**config.mk**
```make
export PLATFORM = sky130hd
export DESIGN_NAME = crop_embed
export DESIGN_NICKNAME = d
export VERILOG_FILES = /design/src/rtl/crop_embed.sv
export SDC_FILE = /design/constraint.sdc
export NUM_CORES = 1
export LEC_CHECK = 0
export BUFFER_PORTS_ARGS = -buffer_cell sky130_fd_sc_hd__clkbuf_2
export CELL_PAD_IN_SITES_DETAIL_PLACEMENT = 1
export CELL_PAD_IN_SITES_GLOBAL_PLACEMENT = 2
export CORE_ASPECT_RATIO = 0.8
export CORE_MARGIN = 2
export CORE_UTILIZATION = 37
export DETAILED_ROUTE_END_ITERATION = 12
export PLACE_DENSITY_LB_ADDON = 0.1
export SYNTH_ARGS = -nofsm -noshare
export SYNTH_HDL_FRONTEND = slang
export SYNTH_SLANG_ARGS = --single-unit
```
**constraint.sdc**
```tcl
create_clock -name clk -period 8.26 [get_ports clk]
set_input_delay 0.413 -clock clk [delete_from_list [all_inputs] [get_ports clk]]
set_output_delay 0.413 -clock clk [all_outputs]
set_load 0.01 [all_outputs]
```
**src/rtl/crop_embed.sv**
```systemverilog
// Re-embeds a raster-ordered OUT_ROWS x OUT_COLS window into a full IN_ROWS x IN_COLS frame,
// padding everything outside the window and tagging each beat with coordinates and tuser markers.
module crop_embed #(
   parameter int unsigned PIXEL_BIT_WIDTH = 10,
   parameter int unsigned USER_WIDTH      = 2,
   parameter int unsigned IN_ROWS         = 20,
   parameter int unsigned IN_COLS         = 20,
   parameter int unsigned OUT_ROWS        = 10,
   parameter int unsigned OUT_COLS        = 10,
   parameter int unsigned PAD_VALUE       = 0
) (
   input  logic                         clk,
   input  logic                         s_axis_resetn,
   input  logic                         ap_start,
   output logic                         ap_done,
   output logic                         ap_idle,
   input  logic [$clog2(IN_COLS)-1:0]   crop_x0,
   input  logic [$clog2(IN_ROWS)-1:0]   crop_y0,
   input  logic                         s_axis_tvalid,
   output logic                         s_axis_tready,
   input  logic [PIXEL_BIT_WIDTH-1:0]   s_axis_tdata,
   input  logic [USER_WIDTH-1:0]        s_axis_tuser,
   output logic                         m_axis_tvalid,
   input  logic                         m_axis_tready,
   output logic [PIXEL_BIT_WIDTH-1:0]   m_axis_tdata,
   output logic [USER_WIDTH-1:0]        m_axis_tuser,
   output logic [$clog2(IN_COLS)-1:0]   cnt_col,
   output logic [$clog2(IN_ROWS)-1:0]   cnt_row
);

   localparam int unsigned CW = $clog2(IN_COLS);
   localparam int unsigned RW = $clog2(IN_ROWS);

   localparam logic [CW:0]   MaxX0    = (CW+1)'(IN_COLS - OUT_COLS);
   localparam logic [RW:0]   MaxY0    = (RW+1)'(IN_ROWS - OUT_ROWS);
   localparam logic [CW:0]   WinCols  = (CW+1)'(OUT_COLS);
   localparam logic [RW:0]   WinRows  = (RW+1)'(OUT_ROWS);
   localparam logic [CW-1:0] LastCol  = CW'(IN_COLS - 1);
   localparam logic [RW-1:0] LastRow  = RW'(IN_ROWS - 1);
   localparam logic [PIXEL_BIT_WIDTH-1:0] PadPix = PIXEL_BIT_WIDTH'(PAD_VALUE);

   typedef enum logic [1:0] {StIdle, StRun, StDrain} state_e;

   state_e                       state_q, state_d;
   logic [CW-1:0]                x0_q, x0_d, ncol_q, ncol_d, col_q, col_d;
   logic [RW-1:0]                y0_q, y0_d, nrow_q, nrow_d, row_q, row_d;
   logic                         tvalid_q, tvalid_d;
   logic [PIXEL_BIT_WIDTH-1:0]   tdata_q, tdata_d;
   logic [USER_WIDTH-1:0]        tuser_q, tuser_d;
   logic                         done_q, done_d;

   logic free, col_in, row_in, win, load;
   logic [CW-1:0] x0_clamp;
   logic [RW-1:0] y0_clamp;

   logic unused_tuser;
   assign unused_tuser = ^s_axis_tuser;

   assign x0_clamp = ({1'b0, crop_x0} > MaxX0) ? MaxX0[CW-1:0] : crop_x0;
   assign y0_clamp = ({1'b0, crop_y0} > MaxY0) ? MaxY0[RW-1:0] : crop_y0;

   // One extra bit so x0 + OUT_COLS never wraps.
   assign col_in = ({1'b0, ncol_q} >= {1'b0, x0_q}) && ({1'b0, ncol_q} < ({1'b0, x0_q} + WinCols));
   assign row_in = ({1'b0, nrow_q} >= {1'b0, y0_q}) && ({1'b0, nrow_q} < ({1'b0, y0_q} + WinRows));
   assign win    = col_in && row_in;
   assign free   = !tvalid_q || m_axis_tready;

   always_comb begin
      state_d       = state_q;
      x0_d          = x0_q;
      y0_d          = y0_q;
      ncol_d        = ncol_q;
      nrow_d        = nrow_q;
      col_d         = col_q;
      row_d         = row_q;
      tvalid_d      = tvalid_q;
      tdata_d       = tdata_q;
      tuser_d       = tuser_q;
      done_d        = 1'b0;
      load          = 1'b0;
      s_axis_tready = 1'b0;

      unique case (state_q)
         StIdle: begin
            // A start coinciding with the done pulse is deliberately dropped.
            if (ap_start && !done_q) begin
               x0_d    = x0_clamp;
               y0_d    = y0_clamp;
               ncol_d  = '0;
               nrow_d  = '0;
               state_d = StRun;
            end
         end
         StRun: begin
            s_axis_tready = free && win;
            load          = free && (!win || s_axis_tvalid);
            if (load) begin
               tvalid_d   = 1'b1;
               tdata_d    = win ? s_axis_tdata : PadPix;
               col_d      = ncol_q;
               row_d      = nrow_q;
               tuser_d    = '0;
               tuser_d[0] = (ncol_q == '0) && (nrow_q == '0);
               tuser_d[1] = (ncol_q == LastCol);
               if (ncol_q == LastCol) begin
                  ncol_d = '0;
                  nrow_d = nrow_q + 1'b1;
               end else begin
                  ncol_d = ncol_q + 1'b1;
               end
               if ((ncol_q == LastCol) && (nrow_q == LastRow)) begin
                  state_d = StDrain;
               end
            end else if (m_axis_tready) begin
               tvalid_d = 1'b0;
            end
         end
         StDrain: begin
            if (tvalid_q && m_axis_tready) begin
               tvalid_d = 1'b0;
               done_d   = 1'b1;
               state_d  = StIdle;
            end
         end
         default: state_d = StIdle;
      endcase
   end

   always_ff @(posedge clk or negedge s_axis_resetn) begin
      if (!s_axis_resetn) begin
         state_q  <= StIdle;
         x0_q     <= '0;
         y0_q     <= '0;
         ncol_q   <= '0;
         nrow_q   <= '0;
         col_q    <= '0;
         row_q    <= '0;
         tvalid_q <= 1'b0;
         tdata_q  <= '0;
         tuser_q  <= '0;
         done_q   <= 1'b0;
      end else begin
         state_q  <= state_d;
         x0_q     <= x0_d;
         y0_q     <= y0_d;
         ncol_q   <= ncol_d;
         nrow_q   <= nrow_d;
         col_q    <= col_d;
         row_q    <= row_d;
         tvalid_q <= tvalid_d;
         tdata_q  <= tdata_d;
         tuser_q  <= tuser_d;
         done_q   <= done_d;
      end
   end

   assign ap_done       = done_q;
   assign ap_idle       = (state_q == StIdle);
   assign m_axis_tvalid = tvalid_q;
   assign m_axis_tdata  = tdata_q;
   assign m_axis_tuser  = tuser_q;
   assign cnt_col       = col_q;
   assign cnt_row       = row_q;

endmodule
```
* Word level (Yosys, flattened, before mapping)
Index checks and enable logic that the tools add are counted.
** Operators by class
- Eq/ne operators :: 10
- Multiplexer cells :: 22
- Magnitude comparators :: 6
- Add/subtract/negate cells :: 4
- Reductions and logical operators :: 25
** Operator list (count)
- $mux 5 :: 7
- $pmux 5 s2 :: 2
- $add 5x4->6 const B :: 2
- $lt 5x6->1 :: 2
- $add 5x1->5 const B :: 2
- $eq 5x5->1 const B :: 2
- $ge 5x5->1 :: 2
- $gt 5x4->1 const B :: 2
- $logic_not 5->1 :: 2
- $mux 10 :: 1
- $logic_and 1x1->1 :: 9
- $mux 2 :: 4
- $ne 2x2->1 const B :: 4
- $reduce_and 4->1 :: 2
- $mux 1 :: 6
- $pmux 2 s3 :: 1
- $reduce_and 3->1 :: 2
- $reduce_and 2->1 :: 2
- $reduce_bool 2->1 :: 2
- $logic_not 1->1 :: 3
- $ne 3x3->1 const B :: 1
- $eq 2x1->1 const B :: 1
- $eq 2x2->1 const B :: 1
- $logic_not 2->1 :: 1
- other kinds (3) :: 4
** Storage, ports and cells
- Output and inout bits :: 26
- Register bits :: 46
- Input bits :: 27
- Word-level logic and storage cells :: 78

* Depth between registers and ports, before layout
Gate-level depths: netlist of run 1.
- Depth in word-level cells :: 9
- Gate-level depth with buffers :: 11
- Gate-level depth less buffers :: 9

* Least setup slack after synthesis of run 1
Ideal clock, no wire load.
- Kind :: register to register
- Start point :: register x0_q[1]
- End point :: register col_q[2], in the netlist cnt_col[2]
- Data required time :: 8.133 ns
- Slack :: 5.612 ns
- Setup time :: 0.127 ns
- Buffers on the path :: 1
- Clock period less this slack :: 2.648 ns
- Arrival time :: 2.520 ns
- Stages on the path, launching flop included :: 11
- Cells stage by stage :: dfrtp_1 -> ha_1 -> xor2_1 -> ha_1 -> a211o_1 -> a31o_1 -> a22oi_1 -> nor4b_2 -> nand2b_1 -> buf_6 -> mux2_1
** Between the ends
- Cells in the longest elaborated chain, start to end :: 8
- Elaborated cells between the ends (all ways) :: 9
- Those cells by class :: add/sub: 1; order compare: 2; reduce/logical: 6
** RTL lines
- start, declared :: line 45 : logic [CW-1:0] x0_q, x0_d, ncol_q, ncol_d, col_q, col_d;
- start signal, assigned :: line 132 : x0_q <= '0;
- start signal, assigned :: line 144 : x0_q <= x0_d;
- $add 5x4->6 :: line 63 : assign col_in = ({1'b0, ncol_q} >= {1'b0, x0_q}) && ({1'b0, ncol_q} < ({1'b0, x0_q} + WinCols));
- $lt 5x6->1 :: line 63
- $logic_and 1x1->1 (*) :: line 63
- $logic_and 1x1->1 (*) :: line 65 : assign win = col_in && row_in;
- $logic_not 1->1 (*) :: line 96 : load = free && (!win || s_axis_tvalid);
- $logic_or 1x1->1 (*) :: line 96
- $logic_and 1x1->1 (*) :: line 96
- $reduce_and 2->1 (no source line) (*)
- end signal, assigned :: line 148 : col_q <= col_d;
- end, declared :: line 45
Mark *: on every way between the ends. The rest lies on a longest branch, timed or not.
A chain may end at the register's enable or synchronous reset.

* Worst setup path after layout of run 1
- Start point :: register x0_q[1]
- End point :: register col_q[4], in the netlist cnt_col[4]
The elaborated chain is that of the path after synthesis.

==> results of run 1 <==
worst paths after layout:
kind,to,from,slack (ns),depth (start not counted)
setup / recovery,cnt_col[4]$_DFFE_PN0P_,x0_q[1]$_DFFE_PN0P_,4.71,11
hold reg to reg,cnt_row[3]$_DFFE_PN0P_,cnt_row[3]$_DFFE_PN0P_,0.49,1
hold / removal,x0_q[0]$_DFFE_PN0P_,s_axis_resetn,0.19,2
max in group asynchronous,m_axis_tdata[0]$_DFFE_PN0P_,s_axis_resetn,7.64,2
setup reg to reg,cnt_col[4]$_DFFE_PN0P_,x0_q[1]$_DFFE_PN0P_,4.71,11
min in group clk,m_axis_tdata[7]$_DFFE_PN0P_,s_axis_tdata[7],0.33,2
logic make-up (layout without fill, tap and decap cells):
logic type,count (synthesis),after routing,synth area share [%]
adders and majority gates,24,24,11.84
buffers and inverters,24,76,4.687
AOI/OAI and AO/OA,74,74,19.59
xor gates and xnor gates,4,4,1.382
and+or+nand+nor,66,66,13.67
muxes,8,8,3.453
DFF,46,46,45.39
per-stage QoR:
stage | total power, mW | setup WS [ns] | util, %
detailed placement | 0.5042 | 4.687 | 43.96
global placement | 0.4971 | 4.751 | 43.96
floorplan | 0.4324 | 5.612 | -
finish | 0.6985 | 4.714 | 46.08
CTS | 0.7114 | 4.662 | 46.08
global route | 0.7557 | 4.459 | 46.08
per-layer routing:
layer | routed length, um | part of all wire (%) | vias up | global-route usage (%)
met1 | 3072 | 51 | 1010 | 25.49
met2 | 2638 | 44 | 42 | 25.69
met4 | 57 | 0.95 | 0 | 5.493
li1 | - | - | 999 | -
met3 | 255 | 4.2 | 4 | 3.551
met5 | 0 | 0 | - | 0
sequential cells by signal (all words and copies together), names as in the netlist:
register,count
nrow_q,5
ncol_q,5
m_axis_tuser,2
y0_q,5
cnt_row,5
m_axis_tvalid,1
ap_done,1
m_axis_tdata,10
cnt_col,5
state_q,2
x0_q,5
worst register-to-register path: cells and delay by family (launching register included):
kind	cells	cell delay, ns
fa+ha+maj	2	0.53
xor+xnor	1	0.15
flops	1	0.43
compound gates	3	0.74
mux	1	0.36
simple gates	2	0.60
buf+inv	2	0.63
cell type report:
cell class	count	area, um2	share of cell area [%]
clock buffer	5	68.82	2.295
clock inverter	3	68.82	2.295
inverter	15	56.30	1.878
multi-input combinational	176	1275	42.53
sequential	46	1151	38.40
tap	84	105.1	3.506
timing repair buffer	53	272.8	9.098
synth_stat cells, types with 4 or more instances:
| cell type | number |
|---|---|
| o21ai_1 | 11 |
| a21o_1 | 6 |
| nand2_1 | 18 |
| inv_1 | 14 |
| a22o_1 | 10 |
| mux2_1 | 6 |
| dfrtp_1 | 46 |
| o31ai_1 | 4 |
| o21ai_0 | 10 |
| a21oi_1 | 11 |
| nor2_1 | 16 |
| ha_1 | 24 |
| nand3_1 | 10 |
| nor2b_1 | 4 |
report_power, final:
group	switching, mW	internal, mW	total, mW
Sequential	0.0385	0.259	0.298
Clock	0.0828	0.121	0.204
Combinational	0.108	0.0890	0.197
==> impl_table.tex, run 1 <==
\begin{tabular}{lr}
\hline
Metric & Value \\
\hline
\multicolumn{2}{l}{\textbf{Clocking}} \\
\quad Postcts setup bufs & 0 \\
\quad CTS clock-pin slew for the worst setup and hold paths & 0.09 ns \\
\quad Root buffer cell & clkbuf\_8 \\
\quad Number of clock sinks & 46 \\
\quad H-tree levels & 2 \\
\quad Clk buf depth & 2 \\
\quad Later-pin clock latency in the skew report & 0.31 ns \\
\quad CTS tree & built \\
\quad Post-cts gate resize count & 0 \\
\quad Count of hold-fix buffers inserted at cts & 0 \\
\quad Inserted Clock Buffers & 5 \\
\multicolumn{2}{l}{\textbf{Timing}} \\
\quad Worst Tran Pin Value & 0.9050 ns \\
\quad Final total negative setup slack & 0 ns \\
\quad Worst setup skew after layout & 0.01176 ns \\
\quad Total count of max-transition violations in the final report & 0 \\
\quad Achievable clock frequency & 282.0 MHz \\
\quad Endpoints failing hold & 0 \\
\quad Setup repair after global routing missed its margin & no \\
\quad Hold WS & 0.1904 ns \\
\quad Part of the cycle the worst path needs & 42.93\% \\
\quad Setup Viol. Count Final & 0 \\
\quad Worst slew margin & 39.41\% \\
\quad Clock period minus worst slack & 3.546 ns \\
\multicolumn{2}{l}{\textbf{Global route}} \\
\quad Number of global-route vias before repair & 2,031 \\
\quad First-pass GRT wire length & 10.11 mm \\
\quad Initial antenna violation count & 0 \\
\quad Leftover overflow at the end of global routing & 0 \\
\quad Pin count of the biggest net entering global routing & 47 \\
\quad Tot GR Track Use & 17.39\% \\
\multicolumn{2}{l}{\textbf{Drt}} \\
\quad Vias post-DR & 2,055 \\
\quad Average wire length per cell after detail routing & 15.77 um \\
\quad Antenna Nets Post-Route & 0 \\
\quad DRC violation count after routing & 0 \\
\quad Total detailed-routing wirelength & 6.023 mm \\
\quad Vias per Instance & 5.380 \\
\quad DR iter-0 viols & 89 \\
\quad Detailed Routing Iterations Pass 1 & 5 \\
\multicolumn{2}{l}{\textbf{Floorplan}} \\
\quad Die outline area & 7537 um2 \\
\quad FP Rows & 26 \\
\quad Top-Level Pins & 53 \\
\quad Die Ht & 78.05 um \\
\quad Std-Cell Core Area & 6506 um2 \\
\quad Chip Width & 96.57 um \\
\quad Starting density of the core & 38.98\% \\
\multicolumn{2}{l}{\textbf{Power and ir drop}} \\
\quad Power per Cell Area & 233.0 nW/um2 \\
\quad LEAKAGE & 1.558 nW \\
\quad Largest vdd supply drop & 0.08575 mV \\
\multicolumn{2}{l}{\textbf{Placement}} \\
\quad Final HPWL from detailed placement & 4.407 mm \\
\quad Count of input and output buffers & 50 \\
\quad Post-detailed-placement cell area & 2860 um2 \\
\quad Placed Instances & 374 \\
\quad Routability Congestion & 0.7635 \\
\multicolumn{2}{l}{\textbf{Synthesis}} \\
\quad Primary flip-flop cell chosen by synthesis mapping & dfrtp\_1 \\
\quad Ys Warns & 0 \\
\quad Fraction of registers with async set or reset after synthesis & 100.0\% \\
\quad Part of the Yosys area used for sequential elements & 45.39\% \\
\quad Post-synthesis register bit count & 46 \\
\quad Syn nets & 297 \\
\quad Post-synth top area share & 45.39\% \\
\quad Instance count of the mapped netlist & 246 \\
\quad Number of distinct library cells after synthesis & 48 \\
\quad Library cell with the largest summed area after synthesis & dfrtp\_1 \\
\quad Most area-consuming cells after synthesis & dfrtp\_1, ha\_1, a22o\_1 \\
\quad Number of flops mapped to enable cells by yosys & 0 \\
\quad Post-Syn Area & 2536 um2 \\
\quad Post-synthesis area per instance & 10.31 um2 \\
\multicolumn{2}{l}{\textbf{Layout}} \\
\quad Nets & 348 \\
\quad Highest-count cells in the layout ignoring fill and taps & clkbuf\_2, dfrtp\_1, ha\_1 \\
\quad Design area & 2998 um2 \\
\quad Number of non-filler instances in the completed layout & 382 \\
\quad \# diodes & 0 \\
\quad Leading cell type in the layout, fill and taps excluded & clkbuf\_2 \\
\quad Fillcell total & 751 \\
\quad Area growth from synthesis to final layout & 18.20\% \\
\quad Proportion of layout cells with a drive suffix above 1 & 21.81\% \\
\multicolumn{2}{l}{\textbf{Worst setup path}} \\
\quad CP Data Required Time & 8.46 ns \\
\quad CP top delay family & compound AO/OA/AOI/OAI gates \\
\quad Kind of critical path & reg2reg \\
\quad Sort of element at the start of the critical path & flip-flop \\
\quad Worst Setup End Kind & flip-flop \\
\quad Data arrival time of the worst path & 3.74 ns \\
\quad Series of cell instances along the critical path & ha\_1 > xor2\_1 > ha\_1 > a211o\_1 > a31o\_1 > a22oi\_1 > nor4b\_2 > buf\_4 > nand2b\_1 > buf\_4 > mux2\_1 \\
\quad Maximum fanout encountered on the critical timing path & 23 \\
\quad Critical path's largest stage delay & 0.43 ns \\
\quad Crit-path slowest cell & dfrtp\_1 \\
\quad Count of buffer and inverter cells on the critical path & 2 \\
\multicolumn{2}{l}{\textbf{Job}} \\
\quad Count of maximum capacitance violations & 0 \\
\multicolumn{2}{l}{\textbf{Run status}} \\
\quad Status & complete, no violations \\
\multicolumn{2}{l}{\textbf{Hold path}} \\
\quad Classification of the worst-slack hold path & in2async \\
\hline
\end{tabular}
Power figures use the tool's default switching activity.
==> run 2, diff against run 1 <==
--- a/config.mk
+++ b/config.mk
@@ -5,12 +5,13 @@
 export SDC_FILE = /design/constraint.sdc
 export NUM_CORES = 1
 export LEC_CHECK = 0
+export ABC_AREA = 1
 export BUFFER_PORTS_ARGS = -buffer_cell sky130_fd_sc_hd__clkbuf_2
 export CELL_PAD_IN_SITES_DETAIL_PLACEMENT = 1
 export CELL_PAD_IN_SITES_GLOBAL_PLACEMENT = 2
 export CORE_ASPECT_RATIO = 0.8
 export CORE_MARGIN = 2
-export CORE_UTILIZATION = 37
+export CORE_UTILIZATION = 29
 export DETAILED_ROUTE_END_ITERATION = 12
 export PLACE_DENSITY_LB_ADDON = 0.1
 export SYNTH_ARGS = -nofsm -noshare
==> constraint.sdc (replaced) <==
create_clock -name clk -period 2.99 [get_ports clk]
set_input_delay 0.1495 -clock clk [delete_from_list [all_inputs] [get_ports clk]]
set_output_delay 0.1495 -clock clk [all_outputs]
set_load 0.01 [all_outputs]
==> impl_table.tex, run 2 <==
\begin{tabular}{lr}
\hline
Metric & Value \\
\hline
\multicolumn{2}{l}{\textbf{Power and ir drop}} \\
\quad Internal portion of total power & 1.510 mW (+220\%) \\
\quad Net switching component of the power & 1.064 mW (+360\%) \\
\quad Power, Total & 2.574 mW (+270\%) \\
\quad Sequential group share of total power & 34.7\% (-7.9 points) \\
\quad Gate power share & 39.8\% (+12 points) \\
\quad LEAKAGE & 1.641 nW (+5.4\%) \\
\quad Net switching share of the total power & 41.32\% (+8.6 points) \\
\quad Largest vdd supply drop & 0.3878 mV (+350\%) \\
\quad Power per Cell Area & 805.2 nW/um2 (+250\%) \\
\quad Clock power share & 25.5\% (-3.7 points) \\
\multicolumn{2}{l}{\textbf{Timing}} \\
\quad Worst Tran Pin Value & 0.8262 ns (-0.07883 ns) \\
\quad Setup ws final & 0.3923 ns (-4.322 ns) \\
\quad Hold WS & 0.07304 ns (-0.1174 ns) \\
\quad Achievable clock frequency & 385.0 MHz (+37\%) \\
\quad Final total negative setup slack & 0 ns (unchanged) \\
\quad Total count of max-transition violations in the final report & 0 (unchanged) \\
\quad Worst slew margin & 44.92\% (+5.5 points) \\
\quad Setup repair after global routing missed its margin & no \\
\quad Clock period minus worst slack & 2.598 ns (-0.9482 ns) \\
\quad Setup Viol. Count Final & 0 (unchanged) \\
\quad Worst setup skew after layout & 0.006020 ns (-0.005739 ns) \\
\quad Part of the cycle the worst path needs & 86.88\% (+44 points) \\
\quad Endpoints failing hold & 0 (unchanged) \\
\multicolumn{2}{l}{\textbf{Clocking}} \\
\quad Root buffer cell & clkbuf\_16 \\
\quad Count of hold-fix buffers inserted at cts & 1 (+1) \\
\quad Inserted Clock Buffers & 5 (unchanged) \\
\quad Number of clock sinks & 46 (unchanged) \\
\quad CTS tree & built \\
\quad Post-cts gate resize count & 0 (unchanged) \\
\quad Postcts setup bufs & 0 (unchanged) \\
\quad H-tree levels & 2 (unchanged) \\
\quad Clk buf depth & 2 (unchanged) \\
\quad CTS clock-pin slew for the worst setup and hold paths & 0.07 ns (-0.02 ns) \\
\quad Later-pin clock latency in the skew report & 0.30 ns (about the same) \\
\multicolumn{2}{l}{\textbf{Global route}} \\
\quad Initial antenna violation count & 0 (unchanged) \\
\quad Pin count of the biggest net entering global routing & 30 (-36\%) \\
\quad Number of global-route vias before repair & 2,236 (+10\%) \\
\quad First-pass GRT wire length & 11.38 mm (+13\%) \\
\quad Tot GR Track Use & 14.75\% (-2.6 points) \\
\quad Leftover overflow at the end of global routing & 0 (unchanged) \\
\multicolumn{2}{l}{\textbf{Synthesis}} \\
\quad Ys Warns & 0 (unchanged) \\
\quad Syn nets & 382 (+29\%) \\
\quad Post-Syn Area & 2644 um2 (+4.2\%) \\
\quad Fraction of registers with async set or reset after synthesis & 100.0\% (unchanged) \\
\quad Library cell with the largest summed area after synthesis & dfrtp\_1 \\
\quad Post-synthesis area per instance & 7.987 um2 (-23\%) \\
\quad Leading cell type by number of instances after synthesis & nand2\_1 \\
\quad Number of flops mapped to enable cells by yosys & 0 (unchanged) \\
\quad Instance count of the mapped netlist & 331 (+35\%) \\
\quad Primary flip-flop cell chosen by synthesis mapping & dfrtp\_1 \\
\quad Part of the Yosys area used for sequential elements & 43.54\% (-1.8 points) \\
\quad Post-synthesis register bit count & 46 (unchanged) \\
\quad Number of distinct library cells after synthesis & 26 (-46\%) \\
\quad Post-synth top area share & 43.54\% (-1.8 points) \\
\quad Leading cell types by count after synthesis & nand2\_1, dfrtp\_1, inv\_1, o21ai\_0, nor2\_1 \\
\quad Most area-consuming cells after synthesis & dfrtp\_1, nand2\_1, ha\_1 \\
\multicolumn{2}{l}{\textbf{Worst setup path}} \\
\quad Sort of element at the start of the critical path & flip-flop \\
\quad Launch point of the worst reg-to-reg path & x0\_q[1]\$\_DFFE\_PN0P\_ \\
\quad Beginning of the critical path & x0\_q[1]\$\_DFFE\_PN0P\_ \\
\quad Kind of critical path & reg2reg \\
\quad Worst Setup End Kind & flip-flop \\
\quad Data arrival time of the worst path & 2.81 ns (-0.93 ns) \\
\quad CP Data Required Time & 3.20 ns (-5.26 ns) \\
\quad Maximum fanout encountered on the critical timing path & 22 (-4.3\%) \\
\multicolumn{2}{l}{\textbf{Floorplan}} \\
\quad Top-Level Pins & 53 (unchanged) \\
\quad Starting density of the core & 29.51\% (-9.5 points) \\
\quad Die Ht & 89.40 um (+15\%) \\
\quad Die outline area & 9901 um2 (+31\%) \\
\quad Chip Width & 110.8 um (+15\%) \\
\quad Std-Cell Core Area & 8960 um2 (+38\%) \\
\quad FP Rows & 31 (+19\%) \\
\multicolumn{2}{l}{\textbf{Layout}} \\
\quad Area growth from synthesis to final layout & 20.92\% \\
\quad Number of non-filler instances in the completed layout & 501 (+31\%) \\
\quad Fillcell total & 1,109 (+48\%) \\
\quad Leading cell type in the layout, fill and taps excluded & nand2\_1 \\
\quad Storage cell area & 1151 um2 (unchanged) \\
\quad Nets & 436 (+25\%) \\
\quad Multi-input gate area & 1303 um2 (+2.2\%) \\
\quad \# diodes & 0 (unchanged) \\
\quad Proportion of layout cells with a drive suffix above 1 & 18.91\% (-2.9 points) \\
\quad Highest-count cells in the layout ignoring fill and taps & nand2\_1, clkbuf\_2, dfrtp\_1 \\
\quad Flip-flop count of the largest register, all copies and words added & 10 (unchanged) \\
\multicolumn{2}{l}{\textbf{Job}} \\
\quad Count of maximum capacitance violations & 0 (unchanged) \\
\multicolumn{2}{l}{\textbf{Placement}} \\
\quad Post-placement setup slack & 0.3680 ns (-4.319 ns) \\
\quad Routability Congestion & 0.7408 (-3.0\%) \\
\quad Placed Instances & 492 (+32\%) \\
\quad Count of input and output buffers & 50 (unchanged) \\
\quad Final HPWL from detailed placement & 5.234 mm (+19\%) \\
\multicolumn{2}{l}{\textbf{Drt}} \\
\quad Total detailed-routing wirelength & 6.905 mm (+15\%) \\
\quad DRC violation count after routing & 0 (unchanged) \\
\quad Vias post-DR & 2,283 (+11\%) \\
\quad Detailed Routing Iterations Pass 1 & 4 (-1) \\
\quad DR iter-0 viols & 64 (-28\%) \\
\quad Vias per Instance & 4.557 (-15\%) \\
\quad Antenna Nets Post-Route & 0 (unchanged) \\
\quad Average wire length per cell after detail routing & 13.78 um (-13\%) \\
\multicolumn{2}{l}{\textbf{Hold path}} \\
\quad Min-Delay Startpoint & s\_axis\_tdata[9] \\
\quad Classification of the worst-slack hold path & in2reg \\
\multicolumn{2}{l}{\textbf{Run status}} \\
\quad Status & complete, no violations \\
\hline
\end{tabular}
## run 2: path summary, 6_finish.rpt
check,to,slack [ns],depth (start not counted)
setup / recovery,nrow_q[4]$_DFFE_PN0P_,0.39,14
hold reg to reg,m_axis_tuser[0]$_DFFE_PN0P_,0.49,2
min in group asynchronous,m_axis_tdata[3]$_DFFE_PN0P_,0.48,2
max in group asynchronous,nrow_q[3]$_DFFE_PN0P_,1.73,3
setup reg to reg,nrow_q[4]$_DFFE_PN0P_,0.39,14
hold / removal,m_axis_tdata[9]$_DFFE_PN0P_,0.07,3
## run 2: cell type report
| type | instances | share of cell area (%) |
|---|---|---|
| clock inverters | 3 | 1.409 |
| multi-input cells | 240 | 40.74 |
| flip-flops and latches | 46 | 36.01 |
| repair buffers | 55 | 9.080 |
| well taps | 115 | 4.501 |
| inverters | 37 | 4.344 |
| clock buffers | 5 | 3.914 |
## run 2: routing by layer
| layer | wire [um] | track usage [%] | vias up |
|---|---|---|---|
| met3 | 214 | 3.254 | 7 |
| met1 | 3451 | 19.78 | 1075 |
| li1 | - | - | 1168 |
| met2 | 3154 | 24.26 | 33 |
| met4 | 84 | 4.432 | 0 |
| met5 | 0 | 0 | - |
## run 2: power by group through the flow
stage	logic, mW	clock network, mW	registers, mW
CTS	1.06	0.681	0.895
floorplan	0.742	0	0.894
global route	1.22	0.702	0.920
finish	1.02	0.656	0.893
detailed placement	1.05	0	0.906
global placement	1.03	0	0.903
## run 2: kinds of logic (layout without fill, tap and decap cells)
group / after synthesis / in the layout / synth area share (%)
AND/OR/NAND/NOR: 152 / 152 / 24.37
AO/OA/AOI/OAI: 56 / 56 / 10.89
flip-flops: 46 / 46 / 43.54
buffers and inverters: 45 / 100 / 7.193
adder cells (fa/ha/maj): 24 / 24 / 11.36
XOR/XNOR: 8 / 8 / 2.650
## run 2: critical path: stages (launching register included)
cell     delay [ns]
dfrtp_1        0.42
ha_1           0.25
xor2_1         0.16
ha_1           0.30
nand2_1        0.07
nand2_1        0.05
nand3_1        0.08
nand3_1        0.11
nor2_1         0.13
nand3_2        0.15
nand2_4        0.23
nand2_2        0.20
nand2_2        0.22
nand2_1        0.07
o21ai_0        0.08
## run 2: per-stage QoR
stage,area [um2],utilization [%]
after floorplan,2644,-
after CTS,3197,35.68
after global routing,3197,35.68
final,3197,35.68
after global placement,3017,33.67
after detailed placement,3017,33.67
==> run 3, diff against run 2 <==
--- a/config.mk
+++ b/config.mk
@@ -11,9 +11,10 @@
 export CELL_PAD_IN_SITES_GLOBAL_PLACEMENT = 2
 export CORE_ASPECT_RATIO = 0.8
 export CORE_MARGIN = 2
-export CORE_UTILIZATION = 29
+export CORE_UTILIZATION = 32
 export DETAILED_ROUTE_END_ITERATION = 12
 export PLACE_DENSITY_LB_ADDON = 0.1
+export RECOVER_POWER = 25
 export SYNTH_ARGS = -nofsm -noshare
 export SYNTH_HDL_FRONTEND = slang
 export SYNTH_SLANG_ARGS = --single-unit
==> constraint.sdc (replaced) <==
create_clock -name clk -period 2.47 [get_ports clk]
set_input_delay 0.1235 -clock clk [delete_from_list [all_inputs] [get_ports clk]]
set_output_delay 0.1235 -clock clk [all_outputs]
set_load 0.01 [all_outputs]
==> impl_table.tex, run 3 (synthesized netlist as in run 2, its figures left out) <==
\begin{tabular}{lr}
\hline
Metric & Value \\
\hline
\multicolumn{2}{l}{\textbf{Layout}} \\
\quad Area growth from synthesis to final layout & 23.14\% \\
\quad Flip-flop count of the largest register, all copies and words added & 10 (unchanged) \\
\quad Fin util & 40.78\% (+5.1 points) \\
\quad Highest-count cells in the layout ignoring fill and taps & nand2\_1, dfrtp\_1, inv\_1, o21ai\_0, nor2\_1 \\
\quad Leading cell type in the layout, fill and taps excluded & nand2\_1 \\
\quad Number of non-filler instances in the completed layout & 506 (+1.0\%) \\
\quad Nets & 448 (+2.8\%) \\
\quad Storage cell area & 1155 um2 (+0.33\%) \\
\quad Proportion of layout cells with a drive suffix above 1 & 17.84\% (-1.1 points) \\
\quad Fillcell total & 1,033 (-6.9\%) \\
\quad Multi-input gate area & 1355 um2 (+4.0\%) \\
\quad \# diodes & 0 (unchanged) \\
\multicolumn{2}{l}{\textbf{Global route}} \\
\quad Initial antenna violation count & 0 (unchanged) \\
\quad Pin count of the biggest net entering global routing & 27 (-10\%) \\
\quad First-pass GRT wire length & 11.74 mm (+3.1\%) \\
\quad Tot GR Track Use & 16.44\% (+1.7 points) \\
\quad Leftover overflow at the end of global routing & 0 (unchanged) \\
\quad Number of global-route vias before repair & 2,416 (+8.1\%) \\
\multicolumn{2}{l}{\textbf{Clocking}} \\
\quad Root buffer cell & clkbuf\_8 \\
\quad CTS tree & built \\
\quad H-tree levels & 2 (unchanged) \\
\quad CTS clock-pin slew for the worst setup and hold paths & 0.09 ns (+0.02 ns) \\
\quad Inserted Clock Buffers & 5 (unchanged) \\
\quad Later-pin clock latency in the skew report & 0.31 ns (about the same) \\
\quad Clk buf depth & 2 (unchanged) \\
\quad Number of clock sinks & 46 (unchanged) \\
\multicolumn{2}{l}{\textbf{Worst setup path}} \\
\quad Kind of critical path & reg2out \\
\quad Sort of element at the start of the critical path & flip-flop \\
\quad CP top delay family & simple AND/OR/NAND/NOR gates \\
\quad Critical path's largest stage delay & 0.40 ns (-0.02 ns) \\
\quad Worst Setup End Kind & primary output \\
\quad CP Data Required Time & 2.35 ns (-0.85 ns) \\
\quad Series of cell instances along the critical path & buf\_6 > a21oi\_4 > xor2\_1 > ha\_1 > inv\_1 > nor2\_1 > nand2\_1 > nand2\_2 > nor4\_4 > nand2\_1 > nor2\_1 > buf\_2 \\
\quad Maximum fanout encountered on the critical timing path & 2 (-91\%) \\
\quad Data arrival time of the worst path & 2.24 ns (-0.57 ns) \\
\quad Crit-path slowest cell & dfrtp\_1 \\
\quad Count of buffer and inverter cells on the critical path & 3 (+3) \\
\multicolumn{2}{l}{\textbf{Drt}} \\
\quad Antenna Nets Post-Route & 0 (unchanged) \\
\quad DRC violation count after routing & 0 (unchanged) \\
\quad Average wire length per cell after detail routing & 13.30 um (-3.5\%) \\
\quad Detailed Routing Iterations Pass 1 & 4 (unchanged) \\
\quad Vias per Instance & 4.520 (-0.81\%) \\
\quad DR iter-0 viols & 54 (-16\%) \\
\quad Total detailed-routing wirelength & 6.731 mm (-2.5\%) \\
\quad Vias post-DR & 2,287 (+0.18\%) \\
\multicolumn{2}{l}{\textbf{Job}} \\
\quad Count of maximum capacitance violations & 1 (+1) \\
\multicolumn{2}{l}{\textbf{Timing}} \\
\quad Setup repair after global routing missed its margin & yes \\
\quad Hold WS & 0.02910 ns (-0.04393 ns) \\
\quad Worst slew margin & -1.425\% (-46 points) \\
\quad Achievable clock frequency & 422.4 MHz \\
\quad Total count of max-transition violations in the final report & 27 (+27) \\
\quad Part of the cycle the worst path needs & 95.84\% \\
\quad Clock period minus worst slack & 2.367 ns \\
\quad Setup Viol. Count Final & 0 (unchanged) \\
\quad Worst Tran Pin Value & 1.521 ns (+0.6952 ns) \\
\quad Endpoints failing hold & 0 (unchanged) \\
\quad Worst setup skew after layout & 0.005655 ns (-0.0003652 ns) \\
\quad Setup ws final & 0.1028 ns (-0.2895 ns) \\
\multicolumn{2}{l}{\textbf{Run status}} \\
\quad Failing checks & max-capacitance violations, max-slew violations \\
\quad Status & complete, but fails checks \\
\multicolumn{2}{l}{\textbf{Power and ir drop}} \\
\quad Largest vdd supply drop & 0.4568 mV (+18\%) \\
\quad Power, Total & 3.087 mW (+20\%) \\
\quad Power per Cell Area & 948.2 nW/um2 (+18\%) \\
\quad LEAKAGE & 1.598 nW (-2.6\%) \\
\multicolumn{2}{l}{\textbf{Floorplan}} \\
\quad Starting density of the core & 33.12\% (+3.6 points) \\
\quad Chip Width & 105.6 um (-4.6\%) \\
\quad Die outline area & 9010 um2 (-9.0\%) \\
\quad Die Ht & 85.30 um (-4.6\%) \\
\quad FP Rows & 29 (-6.5\%) \\
\quad Top-Level Pins & 53 (unchanged) \\
\quad Std-Cell Core Area & 7983 um2 (-11\%) \\
\multicolumn{2}{l}{\textbf{Placement}} \\
\quad Count of input and output buffers & 50 (unchanged) \\
\quad Routability Congestion & 0.7195 (-2.9\%) \\
\quad Final HPWL from detailed placement & 5.081 mm (-2.9\%) \\
\quad Placed Instances & 489 (-0.61\%) \\
\quad Post-placement setup slack & 0.09589 ns (-0.2721 ns) \\
\multicolumn{2}{l}{\textbf{Hold path}} \\
\quad Classification of the worst-slack hold path & in2reg \\
\hline
\end{tabular}
-- run 3: cell count changes in the layout (fill, tap and decap cells not counted), sizes merged --
cell / before / now
buf: 4 / 17
clkinvlp: 2 / 1
-- run 3: stage by stage --
step | TNS (ns) | cell area, um2
5_1_grt | -0.06427 | 3256
6_report | 0 | 3256
2_1_floorplan | 0 | 2644
3_3_place_gp | 0 | 3038
3_5_place_dp | 0 | 3038
4_1_cts | 0 | 3218
-- run 3: worst paths after layout --
path | to | slack [ns] | from | cells after the start
setup / recovery | s_axis_tready | 0.10 | y0_q[2]$_DFFE_PN0P_ | 12
hold / removal | m_axis_tdata[8]$_DFFE_PN0P_ | 0.03 | s_axis_tdata[8] | 3
setup reg to reg | ncol_q[0]$_DFFE_PN0P_ | 0.17 | y0_q[1]$_DFFE_PN0P_ | 15
hold reg to reg | cnt_col[0]$_DFFE_PN0P_ | 0.49 | cnt_col[0]$_DFFE_PN0P_ | 2
max in group asynchronous | x0_q[3]$_DFFE_PN0P_ | 0.76 | s_axis_resetn | 2
min in group asynchronous | x0_q[2]$_DFFE_PN0P_ | 0.72 | s_axis_resetn | 2
-- run 3: timing repair --
item	4_1_cts	5_1_grt
setup buffers	5	3
setup endpoints to repair	1	27
gates cloned	0	0
gates resized for setup	5	13
hold buffers	1	0
pin swaps	1	12
hold endpoints to repair	24	0
-- run 3: per-layer routing --
metal	global-route usage [%]	part of all wire, %
met5	0	0
met4	4.306	1.0
met3	2.611	3.0
met2	27.33	45
met1	22.42	51
-- run 3: tightest hold or removal path, delay by kind of cell --
kind                   cells  cell delay, ns
buffers and inverters      1            0.08
and+or+nand+nor            1            0.05
AOI/OAI and AO/OA          1            0.05
-- run 3: area by class of cell --
| type | instances | share of cell area (%) |
|---|---|---|
| Multi-Input combinational cell | 240 | 41.62 |
| Timing Repair Buffer | 67 | 11.11 |
| Clock inverter | 2 | 1.153 |
| Clock buffer | 6 | 2.229 |
| Sequential cell | 46 | 35.47 |
| Tap cell | 108 | 4.151 |
| Inverter | 37 | 4.266 |
-- run 3: where the power goes --
part | switching, mW | internal, mW | total, mW | leakage (nW)
clock network | 0.277 | 0.302 | 0.580 | 0.0514
logic | 0.861 | 0.551 | 1.41 | 0.934
registers | 0.176 | 0.918 | 1.09 | 0.612
